<file path="config.mk">
export PLATFORM = sky130hd
export DESIGN_NAME = multicycle_controller_flat
export DESIGN_NICKNAME = d
export VERILOG_FILES = /design/src/rtl/multicycle_controller_pkg.sv /design/src/rtl/multicycle_controller_if.sv /design/src/rtl/multicycle_controller_imm_src_decoder.sv /design/src/rtl/multicycle_controller.sv /design/src/flat_wrapper.sv
export SDC_FILE = /design/constraint.sdc
export NUM_CORES = 1
export LEC_CHECK = 0
export CAP_MARGIN = 20
export CORE_ASPECT_RATIO = 1.75
export CORE_UTILIZATION = 47
export CTS_CLUSTER_DIAMETER = 150
export DETAILED_ROUTE_END_ITERATION = 7
export PLACE_DENSITY = 0.88
export RECOVER_POWER = 50
export SETUP_SLACK_MARGIN = 0.5
export SYNTH_ARGS = -nofsm -noshare
export SYNTH_HDL_FRONTEND = slang
export SYNTH_SLANG_ARGS = --single-unit
</file>
<file path="constraint.sdc">
create_clock -name clk -period 2.5 [get_ports clk]
set_input_delay 0.375 -clock clk [delete_from_list [all_inputs] [get_ports clk]]
set_output_delay 0.375 -clock clk [all_outputs]
set_load 0.005 [all_outputs]
</file>
<file path="src/rtl/multicycle_controller_pkg.sv">
// Shared encodings for the multi-cycle RV32I control path: FSM states,
// opcodes, datapath mux selects, ALUOp classes and trap causes.
package ctrl_pkg;

    localparam int STATE_BITS = 4;

    typedef enum logic [STATE_BITS-1:0] {
        S_FETCH,
        S_DECODE,
        S_MEMADR,
        S_MEMREAD,
        S_MEMWB,
        S_MEMWRITE,
        S_EXEC_R,
        S_EXEC_I,
        S_ALUWB,
        S_BRANCH,
        S_JALR,
        S_JAL,
        S_AUIPC,
        S_LUI,
        S_TRAP
    } state_t;

    localparam logic [6:0] OP_LOAD   = 7'b0000011;
    localparam logic [6:0] OP_STORE  = 7'b0100011;
    localparam logic [6:0] OP_R      = 7'b0110011;
    localparam logic [6:0] OP_I      = 7'b0010011;
    localparam logic [6:0] OP_BRANCH = 7'b1100011;
    localparam logic [6:0] OP_JAL    = 7'b1101111;
    localparam logic [6:0] OP_JALR   = 7'b1100111;
    localparam logic [6:0] OP_AUIPC  = 7'b0010111;
    localparam logic [6:0] OP_LUI    = 7'b0110111;

    localparam logic [1:0] ALUOP_ADD   = 2'b00;
    localparam logic [1:0] ALUOP_SUB   = 2'b01;
    localparam logic [1:0] ALUOP_FUNCT = 2'b10;
    localparam logic [1:0] ALUOP_U     = 2'b11;

    localparam logic [2:0] IMM_I = 3'b000;
    localparam logic [2:0] IMM_S = 3'b001;
    localparam logic [2:0] IMM_B = 3'b010;
    localparam logic [2:0] IMM_J = 3'b011;
    localparam logic [2:0] IMM_U = 3'b100;

    localparam logic [1:0] SRCA_PC    = 2'b00;
    localparam logic [1:0] SRCA_OLDPC = 2'b01;
    localparam logic [1:0] SRCA_RS1   = 2'b10;

    localparam logic [1:0] SRCB_RS2  = 2'b00;
    localparam logic [1:0] SRCB_IMM  = 2'b01;
    localparam logic [1:0] SRCB_FOUR = 2'b10;

    localparam logic [1:0] RES_ALUOUT = 2'b00;
    localparam logic [1:0] RES_RDATA  = 2'b01;
    localparam logic [1:0] RES_ALU    = 2'b10;

    localparam logic [1:0] TRAP_NONE    = 2'b00;
    localparam logic [1:0] TRAP_ILLEGAL = 2'b01;
    localparam logic [1:0] TRAP_TIMEOUT = 2'b10;

    localparam logic [2:0] F3_BEQ = 3'b000;
    localparam logic [2:0] F3_BNE = 3'b001;

    // funct3 values that steer the ALU decoder's ALUOp=11 sub-cases
    localparam logic [2:0] F3_FORCE_AUIPC = 3'b000;
    localparam logic [2:0] F3_FORCE_LUI   = 3'b001;

    // State that follows DECODE for a given opcode; unknown opcodes trap.
    function automatic state_t decode_target(input logic [6:0] op);
        state_t s;
        case (op)
            OP_LOAD, OP_STORE: s = S_MEMADR;
            OP_R:              s = S_EXEC_R;
            OP_I:              s = S_EXEC_I;
            OP_BRANCH:         s = S_BRANCH;
            OP_JAL:            s = S_JAL;
            OP_JALR:           s = S_JALR;
            OP_AUIPC:          s = S_AUIPC;
            OP_LUI:            s = S_LUI;
            default:           s = S_TRAP;
        endcase
        return s;
    endfunction

endpackage

</file>
<file path="src/rtl/multicycle_controller_if.sv">
// Control bus between the multi-cycle controller (master) and the datapath (slave).
interface multicycle_controller_if;
    logic [6:0] op;
    logic [2:0] funct3;
    logic       zero;
    logic       mem_ready;

    logic       pc_write;
    logic       adr_src;
    logic       mem_write;
    logic       ir_write;
    logic       reg_write;
    logic [1:0] result_src;
    logic [1:0] alu_src_a;
    logic [1:0] alu_src_b;
    logic [1:0] alu_op;
    logic [2:0] imm_src;
    logic       f3_force_en;
    logic [2:0] f3_force;
    logic       retire;
    logic       trap;
    logic [1:0] trap_cause;

    modport master (
        input  op, funct3, zero, mem_ready,
        output pc_write, adr_src, mem_write, ir_write, reg_write, result_src,
               alu_src_a, alu_src_b, alu_op, imm_src, f3_force_en, f3_force,
               retire, trap, trap_cause
    );

    modport slave (
        output op, funct3, zero, mem_ready,
        input  pc_write, adr_src, mem_write, ir_write, reg_write, result_src,
               alu_src_a, alu_src_b, alu_op, imm_src, f3_force_en, f3_force,
               retire, trap, trap_cause
    );
endinterface

</file>
<file path="src/rtl/multicycle_controller_imm_src_decoder.sv">
// Immediate-format select, decoded straight from the opcode in every state.
module imm_src_decoder
    import ctrl_pkg::*;
(
    input  logic [6:0] i_op,
    output logic [2:0] o_imm_src
);

    // Opcode to immediate format; R-type and unknown opcodes fall back to I.
    always_comb begin
        o_imm_src = IMM_I;
        case (i_op)
            OP_STORE:          o_imm_src = IMM_S;
            OP_BRANCH:         o_imm_src = IMM_B;
            OP_JAL:            o_imm_src = IMM_J;
            OP_AUIPC, OP_LUI:  o_imm_src = IMM_U;
            default:           o_imm_src = IMM_I;
        endcase
    end

endmodule

</file>
<file path="src/rtl/multicycle_controller.sv">
// Main control FSM of the multi-cycle RV32I core, with memory wait watchdog
// and sticky trap on illegal opcodes / memory timeouts.
module multicycle_controller
    import ctrl_pkg::*;
#(
    parameter int STATE_W  = 4,
    parameter int MAX_WAIT = 16,
    parameter int WAIT_W   = 5
) (
    input  logic clk,
    input  logic reset,
    multicycle_controller_if.master bus
);

    if (STATE_W != STATE_BITS) begin : g_state_w_check
        $error("STATE_W does not match the state encoding width");
    end
    if ((64'd1 << WAIT_W) <= 64'(MAX_WAIT)) begin : g_wait_w_check
        $error("WAIT_W too narrow for MAX_WAIT");
    end

    // Counter value on the last tolerated wait cycle; used only when MAX_WAIT != 0.
    localparam logic [WAIT_W-1:0] WAIT_LAST = WAIT_W'(MAX_WAIT - 1);

    state_t            r_state;
    state_t            w_next;
    logic [WAIT_W-1:0] r_wait;
    logic [1:0]        r_cause;
    logic [1:0]        w_cause_next;
    logic [2:0]        w_imm_src;
    logic              w_in_wait_state;
    logic              w_waiting;
    logic              w_timeout;
    logic              w_branch_legal;

    imm_src_decoder u_imm_src_decoder (
        .i_op      (bus.op),
        .o_imm_src (w_imm_src)
    );

    assign w_in_wait_state = (r_state == S_FETCH) || (r_state == S_MEMREAD) ||
                             (r_state == S_MEMWRITE);
    assign w_waiting       = w_in_wait_state && !bus.mem_ready;
    assign w_timeout       = (MAX_WAIT != 0) && w_waiting && (r_wait == WAIT_LAST);
    assign w_branch_legal  = (bus.funct3 == F3_BEQ) || (bus.funct3 == F3_BNE);

    // State, trap cause and saturating wait counter (cleared on every state change).
    always_ff @(posedge clk) begin
        if (reset) begin
            r_state <= S_FETCH;
            r_wait  <= '0;
            r_cause <= TRAP_NONE;
        end else begin
            r_state <= w_next;
            r_cause <= w_cause_next;
            if (w_next != r_state) begin
                r_wait <= '0;
            end else if (w_waiting && (r_wait != '1)) begin
                r_wait <= r_wait + WAIT_W'(1);
            end
        end
    end

    // Next state; mem_ready on the timeout cycle takes priority over the trap.
    always_comb begin
        w_next       = r_state;
        w_cause_next = r_cause;
        case (r_state)
            S_FETCH, S_MEMREAD, S_MEMWRITE: begin
                if (bus.mem_ready) begin
                    w_next = (r_state == S_FETCH)   ? S_DECODE :
                             (r_state == S_MEMREAD) ? S_MEMWB  : S_FETCH;
                end else if (w_timeout) begin
                    w_next       = S_TRAP;
                    w_cause_next = TRAP_TIMEOUT;
                end
            end
            S_DECODE: begin
                w_next = decode_target(bus.op);
                if (w_next == S_TRAP) w_cause_next = TRAP_ILLEGAL;
            end
            S_MEMADR:                          w_next = bus.op[5] ? S_MEMWRITE : S_MEMREAD;
            S_MEMWB, S_ALUWB:                  w_next = S_FETCH;
            S_EXEC_R, S_EXEC_I, S_AUIPC, S_LUI: w_next = S_ALUWB;
            S_BRANCH: begin
                if (w_branch_legal) begin
                    w_next = S_FETCH;
                end else begin
                    w_next       = S_TRAP;
                    w_cause_next = TRAP_ILLEGAL;
                end
            end
            S_JALR:  w_next = S_JAL;
            S_JAL:   w_next = S_ALUWB;
            S_TRAP:  w_next = S_TRAP;
            default: w_next = S_FETCH;
        endcase
    end

    // Moore output decode; strobes are forced low while reset is asserted.
    always_comb begin
        bus.pc_write    = 1'b0;
        bus.adr_src     = 1'b0;
        bus.mem_write   = 1'b0;
        bus.ir_write    = 1'b0;
        bus.reg_write   = 1'b0;
        bus.result_src  = RES_ALUOUT;
        bus.alu_src_a   = SRCA_PC;
        bus.alu_src_b   = SRCB_RS2;
        bus.alu_op      = ALUOP_ADD;
        bus.imm_src     = w_imm_src;
        bus.f3_force_en = 1'b0;
        bus.f3_force    = 3'b000;
        bus.retire      = 1'b0;
        bus.trap        = (r_state == S_TRAP);
        bus.trap_cause  = r_cause;
        case (r_state)
            S_FETCH: begin
                bus.alu_src_b  = SRCB_FOUR;
                bus.result_src = RES_ALU;
                bus.ir_write   = bus.mem_ready;
                bus.pc_write   = bus.mem_ready;
            end
            S_DECODE: begin
                bus.alu_src_a = SRCA_OLDPC;
                bus.alu_src_b = SRCB_IMM;
            end
            S_MEMADR: begin
                bus.alu_src_a = SRCA_RS1;
                bus.alu_src_b = SRCB_IMM;
            end
            S_MEMREAD: bus.adr_src = 1'b1;
            S_MEMWB: begin
                bus.result_src = RES_RDATA;
                bus.reg_write  = 1'b1;
                bus.retire     = 1'b1;
            end
            S_MEMWRITE: begin
                bus.adr_src   = 1'b1;
                bus.mem_write = 1'b1;
                bus.retire    = bus.mem_ready;
            end
            S_EXEC_R: begin
                bus.alu_src_a = SRCA_RS1;
                bus.alu_op    = ALUOP_FUNCT;
            end
            S_EXEC_I: begin
                bus.alu_src_a = SRCA_RS1;
                bus.alu_src_b = SRCB_IMM;
                bus.alu_op    = ALUOP_FUNCT;
            end
            S_ALUWB: begin
                bus.reg_write = 1'b1;
                bus.retire    = 1'b1;
            end
            S_BRANCH: begin
                bus.alu_src_a = SRCA_RS1;
                bus.alu_op    = ALUOP_SUB;
                bus.pc_write  = ((bus.funct3 == F3_BEQ) && bus.zero) ||
                                ((bus.funct3 == F3_BNE) && !bus.zero);
                bus.retire    = w_branch_legal;
            end
            S_JALR: begin
                bus.alu_src_a = SRCA_RS1;
                bus.alu_src_b = SRCB_IMM;
            end
            S_JAL: begin
                bus.alu_src_a = SRCA_OLDPC;
                bus.alu_src_b = SRCB_FOUR;
                bus.pc_write  = 1'b1;
            end
            S_AUIPC, S_LUI: begin
                bus.alu_src_a   = SRCA_OLDPC;
                bus.alu_src_b   = SRCB_IMM;
                bus.alu_op      = ALUOP_U;
                bus.f3_force_en = 1'b1;
                bus.f3_force    = (r_state == S_LUI) ? F3_FORCE_LUI : F3_FORCE_AUIPC;
            end
            default: ;
        endcase
        if (reset) begin
            bus.pc_write  = 1'b0;
            bus.ir_write  = 1'b0;
            bus.mem_write = 1'b0;
            bus.reg_write = 1'b0;
            bus.retire    = 1'b0;
        end
    end

endmodule

</file>
<file path="src/flat_wrapper.sv">
// flat-port wrapper written by rule: the top's interface ports become plain ports
module multicycle_controller_flat import ctrl_pkg::*;
#(
    parameter int STATE_W  = 4,
    parameter int MAX_WAIT = 16,
    parameter int WAIT_W   = 5
)
  (clk, reset, bus_op, bus_funct3, bus_zero, bus_mem_ready, bus_pc_write, bus_adr_src, bus_mem_write, bus_ir_write, bus_reg_write, bus_result_src, bus_alu_src_a, bus_alu_src_b, bus_alu_op, bus_imm_src, bus_f3_force_en, bus_f3_force, bus_retire, bus_trap, bus_trap_cause);
  multicycle_controller_if bus_i ();
  input  logic clk;
  input  logic reset;
  input wire logic [$bits(bus_i.op)-1:0] bus_op;
  input wire logic [$bits(bus_i.funct3)-1:0] bus_funct3;
  input wire logic [$bits(bus_i.zero)-1:0] bus_zero;
  input wire logic [$bits(bus_i.mem_ready)-1:0] bus_mem_ready;
  output wire logic [$bits(bus_i.pc_write)-1:0] bus_pc_write;
  output wire logic [$bits(bus_i.adr_src)-1:0] bus_adr_src;
  output wire logic [$bits(bus_i.mem_write)-1:0] bus_mem_write;
  output wire logic [$bits(bus_i.ir_write)-1:0] bus_ir_write;
  output wire logic [$bits(bus_i.reg_write)-1:0] bus_reg_write;
  output wire logic [$bits(bus_i.result_src)-1:0] bus_result_src;
  output wire logic [$bits(bus_i.alu_src_a)-1:0] bus_alu_src_a;
  output wire logic [$bits(bus_i.alu_src_b)-1:0] bus_alu_src_b;
  output wire logic [$bits(bus_i.alu_op)-1:0] bus_alu_op;
  output wire logic [$bits(bus_i.imm_src)-1:0] bus_imm_src;
  output wire logic [$bits(bus_i.f3_force_en)-1:0] bus_f3_force_en;
  output wire logic [$bits(bus_i.f3_force)-1:0] bus_f3_force;
  output wire logic [$bits(bus_i.retire)-1:0] bus_retire;
  output wire logic [$bits(bus_i.trap)-1:0] bus_trap;
  output wire logic [$bits(bus_i.trap_cause)-1:0] bus_trap_cause;
  assign bus_i.op = bus_op;
  assign bus_i.funct3 = bus_funct3;
  assign bus_i.zero = bus_zero;
  assign bus_i.mem_ready = bus_mem_ready;
  assign bus_pc_write = bus_i.pc_write;
  assign bus_adr_src = bus_i.adr_src;
  assign bus_mem_write = bus_i.mem_write;
  assign bus_ir_write = bus_i.ir_write;
  assign bus_reg_write = bus_i.reg_write;
  assign bus_result_src = bus_i.result_src;
  assign bus_alu_src_a = bus_i.alu_src_a;
  assign bus_alu_src_b = bus_i.alu_src_b;
  assign bus_alu_op = bus_i.alu_op;
  assign bus_imm_src = bus_i.imm_src;
  assign bus_f3_force_en = bus_i.f3_force_en;
  assign bus_f3_force = bus_i.f3_force;
  assign bus_retire = bus_i.retire;
  assign bus_trap = bus_i.trap;
  assign bus_trap_cause = bus_i.trap_cause;
  multicycle_controller #(.STATE_W(STATE_W), .MAX_WAIT(MAX_WAIT), .WAIT_W(WAIT_W)) u_core (.clk(clk), .reset(reset), .bus(bus_i));
endmodule
</file>
# Word-level counts from Yosys, hierarchy flattened
# Cells that the tools add are included.
word_totals:
  regBits: 11
  inputBits: 14
  word_cells: 97
op_classes:
  muxes: 33
  n_reduce_logical: 28
  eq_ne: 32
  n_addsub: 1
op_table:
  columns: ["cell", "n"]
  rows:
  - ["$eq 4x4->1 const B", 8]
  - ["$pmux 4 s8", 1]
  - ["$pmux 4 s7", 1]
  - ["$eq 7x6->1 const B", 3]
  - ["$eq 7x7->1 const B", 3]
  - ["$mux 4", 5]
  - ["$eq 4x3->1 const B", 4]
  - ["$reduce_or 2->1", 8]
  - ["$eq 7x5->1 const B", 2]
  - ["$pmux 2 s2", 3]
  - ["$pmux 2 s3", 2]
  - ["$pmux 3 s4", 1]
  - ["$mux 1", 11]
  - ["$reduce_or 5->1", 2]
  - ["$mux 3", 3]
  - ["$eq 4x2->1 const B", 2]
  - ["$mux 2", 4]
  - ["$eq 7x2->1 const B", 1]
  - ["$pmux 1 s3", 2]
  - ["$reduce_or 6->1", 1]
  - ["$add 5x1->5 const B", 1]
  - ["$eq 5x4->1 const B", 1]
  - ["$logic_and 1x1->1", 5]
  - ["$ne 5x5->1 const B", 1]
  - ["13 further kinds", 19]

# Logic depth before layout (Yosys ltp)
depth:
  depth_word: 10
  depth_mapped: 9

# Cells and area by module
# Synthesis repeated with hierarchy kept, for this count alone.
hier_totals:
  hier_cells: 187
  area_unflattened_um2: 1315.0
by_module_without_submodules:
  columns: ["module", "instances", "cells_each", "area_each_um2"]
  rows:
  - ["multicycle_controller", 1, 179, 1253.7]
  - ["imm_src_decoder", 1, 8, 61.3]

# Worst setup path after synthesis
# No wires, ideal clock.
synth_path:
  kind: "register -> register"
  start: "register u_core.r_wait[0]"
  end: "register u_core.r_wait[0]"
  t_arrival_ps: 2204
  slack_ps: 223
  synth_period_minus_slack_ps: 2277
  stages_incl_launch_ff: 10
  path_cell_list: "dfxtp_1 -> ha_1 -> and3_1 -> ha_1 -> or3b_2 -> o22ai_1 -> a31oi_1 -> mux2i_1 -> nor3_1 -> nor3b_2"
synth_via:
  elab_chain_len: 7
  word_cells_on_any_way: 10
synth_rtl:
  columns: ["item", "line", "source"]
  rows:
  - ["start, declared", "multicycle_controller.sv:27", "logic [WAIT_W-1:0] r_wait;"]
  - ["start signal, assigned", "multicycle_controller.sv:59", "r_wait <= r_wait + WAIT_W'(1);"]
  - ["$eq 5x4->1", "multicycle_controller.sv:44", "assign w_timeout = (MAX_WAIT != 0) && w_waiting && (r_wait == WAIT_LAST);"]
  - ["$logic_and 1x1->1", "multicycle_controller.sv:44", null]
  - ["$mux 4", "multicycle_controller.sv:73", "end else if (w_timeout) begin"]
  - ["$mux 4", "multicycle_controller.sv:70", "if (bus.mem_ready) begin"]
  - ["$pmux 4 s7", "multicycle_controller.sv:68", "case (r_state)"]
  - ["$ne 4x4->1", "multicycle_controller.sv:56", "if (w_next != r_state) begin"]
  - ["$reduce_or 2->1 (no line)", null, null]
# Several ways; a longest one is shown, not always the timed one.
# A chain may end at the register's enable or synchronous reset.

# Final worst setup path
layout_path:
  start: "register u_core.r_wait[1]"
  end: "register u_core.r_wait[2]"
# Same word-level chain as after synthesis.

==> summary.txt <==
Place
  • Buffers on Ports: 35
  • Post-Place Cells: 243
  • Estimated wirelength of the detail-placed design: approximately 3000 um
  • Weighted congestion at the end of routability-driven global placement: slightly above 0.8
  • Worst setup slack before clock tree synthesis: -0.0344 ns

Yosys
  • Ranking of synthesized cells by area: sky130_fd_sc_hd__dfxtp_1, sky130_fd_sc_hd__nor2_1, sky130_fd_sc_hd__nand2_1, sky130_fd_sc_hd__a21oi_1, sky130_fd_sc_hd__nor3b_2
  • Multiplexer share of the synthesized area: between 3 and 4%
  • Commonest cells post-synth: sky130_fd_sc_hd__nor2_1, sky130_fd_sc_hd__nand2_1, sky130_fd_sc_hd__a21oi_1, sky130_fd_sc_hd__dfxtp_1, sky130_fd_sc_hd__clkbuf_1
  • Main flop type after synthesis: sky130_fd_sc_hd__dfxtp_1
  • Post-Synthesis Cells: between 150 and 200
  • Number of enable flip-flop cells after synthesis: 0
  • Cell Area, Synth: approximately 0.0013 mm^2
  • Yosys synthesis warning count: 0
  • Largest family of logic cells by synthesized area: simple AND/OR/NAND/NOR gates
  • Count of distinct cell types in the synthesized netlist: 55
  • Share of the synthesized netlist area taken by xor and xnor gates: between 5 and 6%
  • Portion of synthesized cell area occupied by the leading cell type: approximately 17%
  • Adder-cell area share of the yosys netlist: 2.96%
  • Cell with the most instances after synthesis: sky130_fd_sc_hd__nor2_1
  • Synth Register Bits: 11
  • Simple-Gate Fraction of Synth Area: between 30% and 40%
  • Area fraction in compound gates after synthesis: 25.0%
  • Average size of a mapped cell: 7.12 um^2
  • Share of the yosys chip area belonging to registers: about 17%
  • Ys async rst share: 0%
  • Top cell type by total area after synthesis: sky130_fd_sc_hd__dfxtp_1

Clocking
  • TritonCTS clock tree: done
  • Number of buffers added by the clock tree synthesis step: 3
  • Num Clock Sinks: 11
  • CTS Root Cell: sky130_fd_sc_hd__clkbuf_8
  • Post-CTS clock slew at the launch and capture registers of the worst setup and hold paths: about 0.050 ns
  • Clock Tree Buf Depth: 2
  • Level count of the clock H-tree: 1
  • Number of buffers added to fix hold violations after cts: 0
  • Clock insertion delay at the later pin of the skew report: ~0.24 ns

Cells and area
  • Cell Count, Final, Fillers Out: around 270
  • Fraction of final layout cells sized beyond drive strength 1: around 37%
  • Diode count: 0
  • Area growth from synthesis to layout: 70.3%
  • Number of nets at the end of the flow: 257

Floorplanning
  • Number of top-level pins: 38
  • Placeable core area: 0.00252 mm^2
  • DIE HEIGHT: about 70 um
  • Placement Rows: 24
  • Die Outline Area: 0.00292 mm^2
  • Effective utilization at floorplan: approximately 50%
  • Horizontal extent of the die: about 41 um

Route
  • DRC violation total after the first TritonRoute iteration: between 100 and 150
  • Detail Route Antenna Nets: 0
  • WL final: between 5000 and 6000 um
  • Avg WL per Cell: 21.2 um
  • Detailed-route vias per instance: about 6.5
  • Final routed DRC violation total: 0
  • Number of vias in the routed layout: ~1700
  • Drt pass-1 iters: 4

STA
  • Hold Slack: ~0.46 ns
  • Worst slew margin: roughly 64%
  • Slew at the pin with the worst max-slew slack: approximately 0.54 ns
  • Final worst path period share: between 90 and 100%
  • Hold violation total from the final report: 0
  • Post-layout worst setup margin: 0.129 ns
  • Number of max-slew violations in the final report: 0
  • Number of setup violations in the final report: 0
  • Unrepaired setup endpoints after global routing: yes
  • Highest achievable clock rate: 422 MHz
  • Final min period: around 2.4 ns
  • Worst clock skew: between 0.0015 and 0.002 ns
  • Final-layout setup total negative slack: 0 ns

Worst setup path
  • RR Endpoint: u_core.r_wait[2]
  • Largest fanout on the critical path: 5
  • Reg2reg start: u_core.r_wait[1]
  • Cell at the slowest stage of the critical path: sky130_fd_sc_hd__or4b_4
  • Required time at the endpoint of the critical path: ~2.7 ns
  • Worst Path Arrival: 2.54 ns
  • Crit end category: register
  • Startpoint Class: register
  • Setup slack of the most critical reg-to-reg path: between 0.1 and 0.15 ns
  • Crit path cell chain: ha_4, and3_4, ha_4, or4b_4, o22ai_4, a31oi_4, mux2i_1, nor3_2, nor3b_2
  • Crit-path max cell delay: slightly above 0.5 ns
  • Worst setup path category: register to register
  • Critical Path Most Common Cell: sky130_fd_sc_hd__ha_4
  • Count of cells along the worst register-to-register path: 9

Power and ir drop
  • Worst ir drop on vdd: 0.528 mV
  • Power density cells: 702 mW/mm^2
  • Leakage power of the design: 0.939 nW

Global routing
  • Global routing usage summed across all routing layers: 34.5%
  • First-pass GRT wire length: 7110 um
  • Number of global-route vias before repair: approximately 1600
  • Maximum number of pins on one net before global-route repair: 16
  • GR Overflow Total: 0
  • Antenna violations before repair: 0

Worst hold path
  • Hold path startpoint: u_core.bus.trap_cause[0]
  • Hold Path Class: register to register
  • Destination of the worst hold path: u_core.bus.trap_cause[0]
  • Hold path depth: 2

Status
  • Outcome: complete, no violations

Run
  • Max-cap viol count: 0
==> layout by cell type (no fill, tap or decap), types with 6 or more instances in the layout <==
cell type | Yosys | routed
sky130_fd_sc_hd__clkdlybuf4s50_1 | 0 | 9
sky130_fd_sc_hd__nor2_1 | 22 | 18
sky130_fd_sc_hd__dlygate4sd2_1 | 0 | 16
sky130_fd_sc_hd__nand2_1 | 15 | 13
sky130_fd_sc_hd__a21oi_1 | 11 | 11
sky130_fd_sc_hd__dfxtp_1 | 11 | 6
sky130_fd_sc_hd__buf_4 | 2 | 32
==> sequential cells by signal, indices dropped and copies added (netlist names) <==
name                   cells
u_core.r_state             4
u_core.r_wait              5
u_core.bus.trap_cause      2
==> metrics by stage <==
| step | total power (W) | utilization, % | cell area [um^2] |
|---|---|---|---|
| after CTS | 0.00133 | 80.0 | 2020 |
| after detailed placement | 0.00109 | 70.9 | 1790 |
| final | 0.00152 | 85.6 | 2160 |
| after floorplan | 0.000766 | - | 1340 |
| after global placement | 0.00106 | 70.9 | 1790 |
| after global routing | 0.00161 | 85.6 | 2160 |
==> repair_timing <==
item	4_1_cts	5_1_grt
resized for setup	47	33
setup endpoints to repair	27	20
hold endpoints to repair	0	0
buffers inserted	14	4
pin swaps	7	5
==> worst max path at each step <==
stage                      from  cells past startpoint  slack (ns)               end
2_1_floorplan  u_core.r_wait[0]                      8        0.40  u_core.r_wait[4]
3_3_place_gp          bus_op[2]                      7        0.02  u_core.r_wait[4]
3_5_place_dp          bus_op[2]                      7       -0.03  u_core.r_wait[2]
4_1_cts        u_core.r_wait[1]                      9        0.24  u_core.r_wait[2]
5_1_grt        u_core.r_wait[1]                      9        0.01  u_core.r_wait[3]
6_report       u_core.r_wait[1]                      9        0.13  u_core.r_wait[2]
==> per-layer routing <==
layer	GRT usage, %	wire length (um)
met5	0	0
met4	23.3	362
met3	5.64	377
met2	59.2	2990
met1	33.8	1880
==> worst max-delay path: cells and delay by family, from the launching register on <==
kind	cells	cell delay [ns]
compound gates	2	0.24
fa+ha+maj	2	0.29
flops	1	0.40
mux	1	0.14
simple gates	4	1.20
==> area by class of cell <==
class	instances	area (um^2)
clock buffers	3	41.3
repair buffers	71	633
clock inverters	1	5.00
flip-flops and latches	11	239
well taps	26	32.5
multi-input cells	147	1180
inverters	6	22.5
fillers	129	364
==> cell families (layout without fill, tap and decap cells) <==
kind of cell / Yosys count / after routing
and+or+nand+nor: 84 / 84
AOI/OAI and AO/OA: 46 / 46
buffers and inverters: 21 / 81
DFF: 11 / 11
xor gates and xnor gates: 8 / 8
muxes: 4 / 4
adders and majority gates: 3 / 3
other: 1 / 2
==> power by group <==
group	total, W	switching, W	internal (W)
clock network	0.000179	0.0000692	0.000110
logic	0.00108	0.000562	0.000518
registers	0.000257	0.0000443	0.000213
No activity file was read; power rests on OpenSTA's default activity.
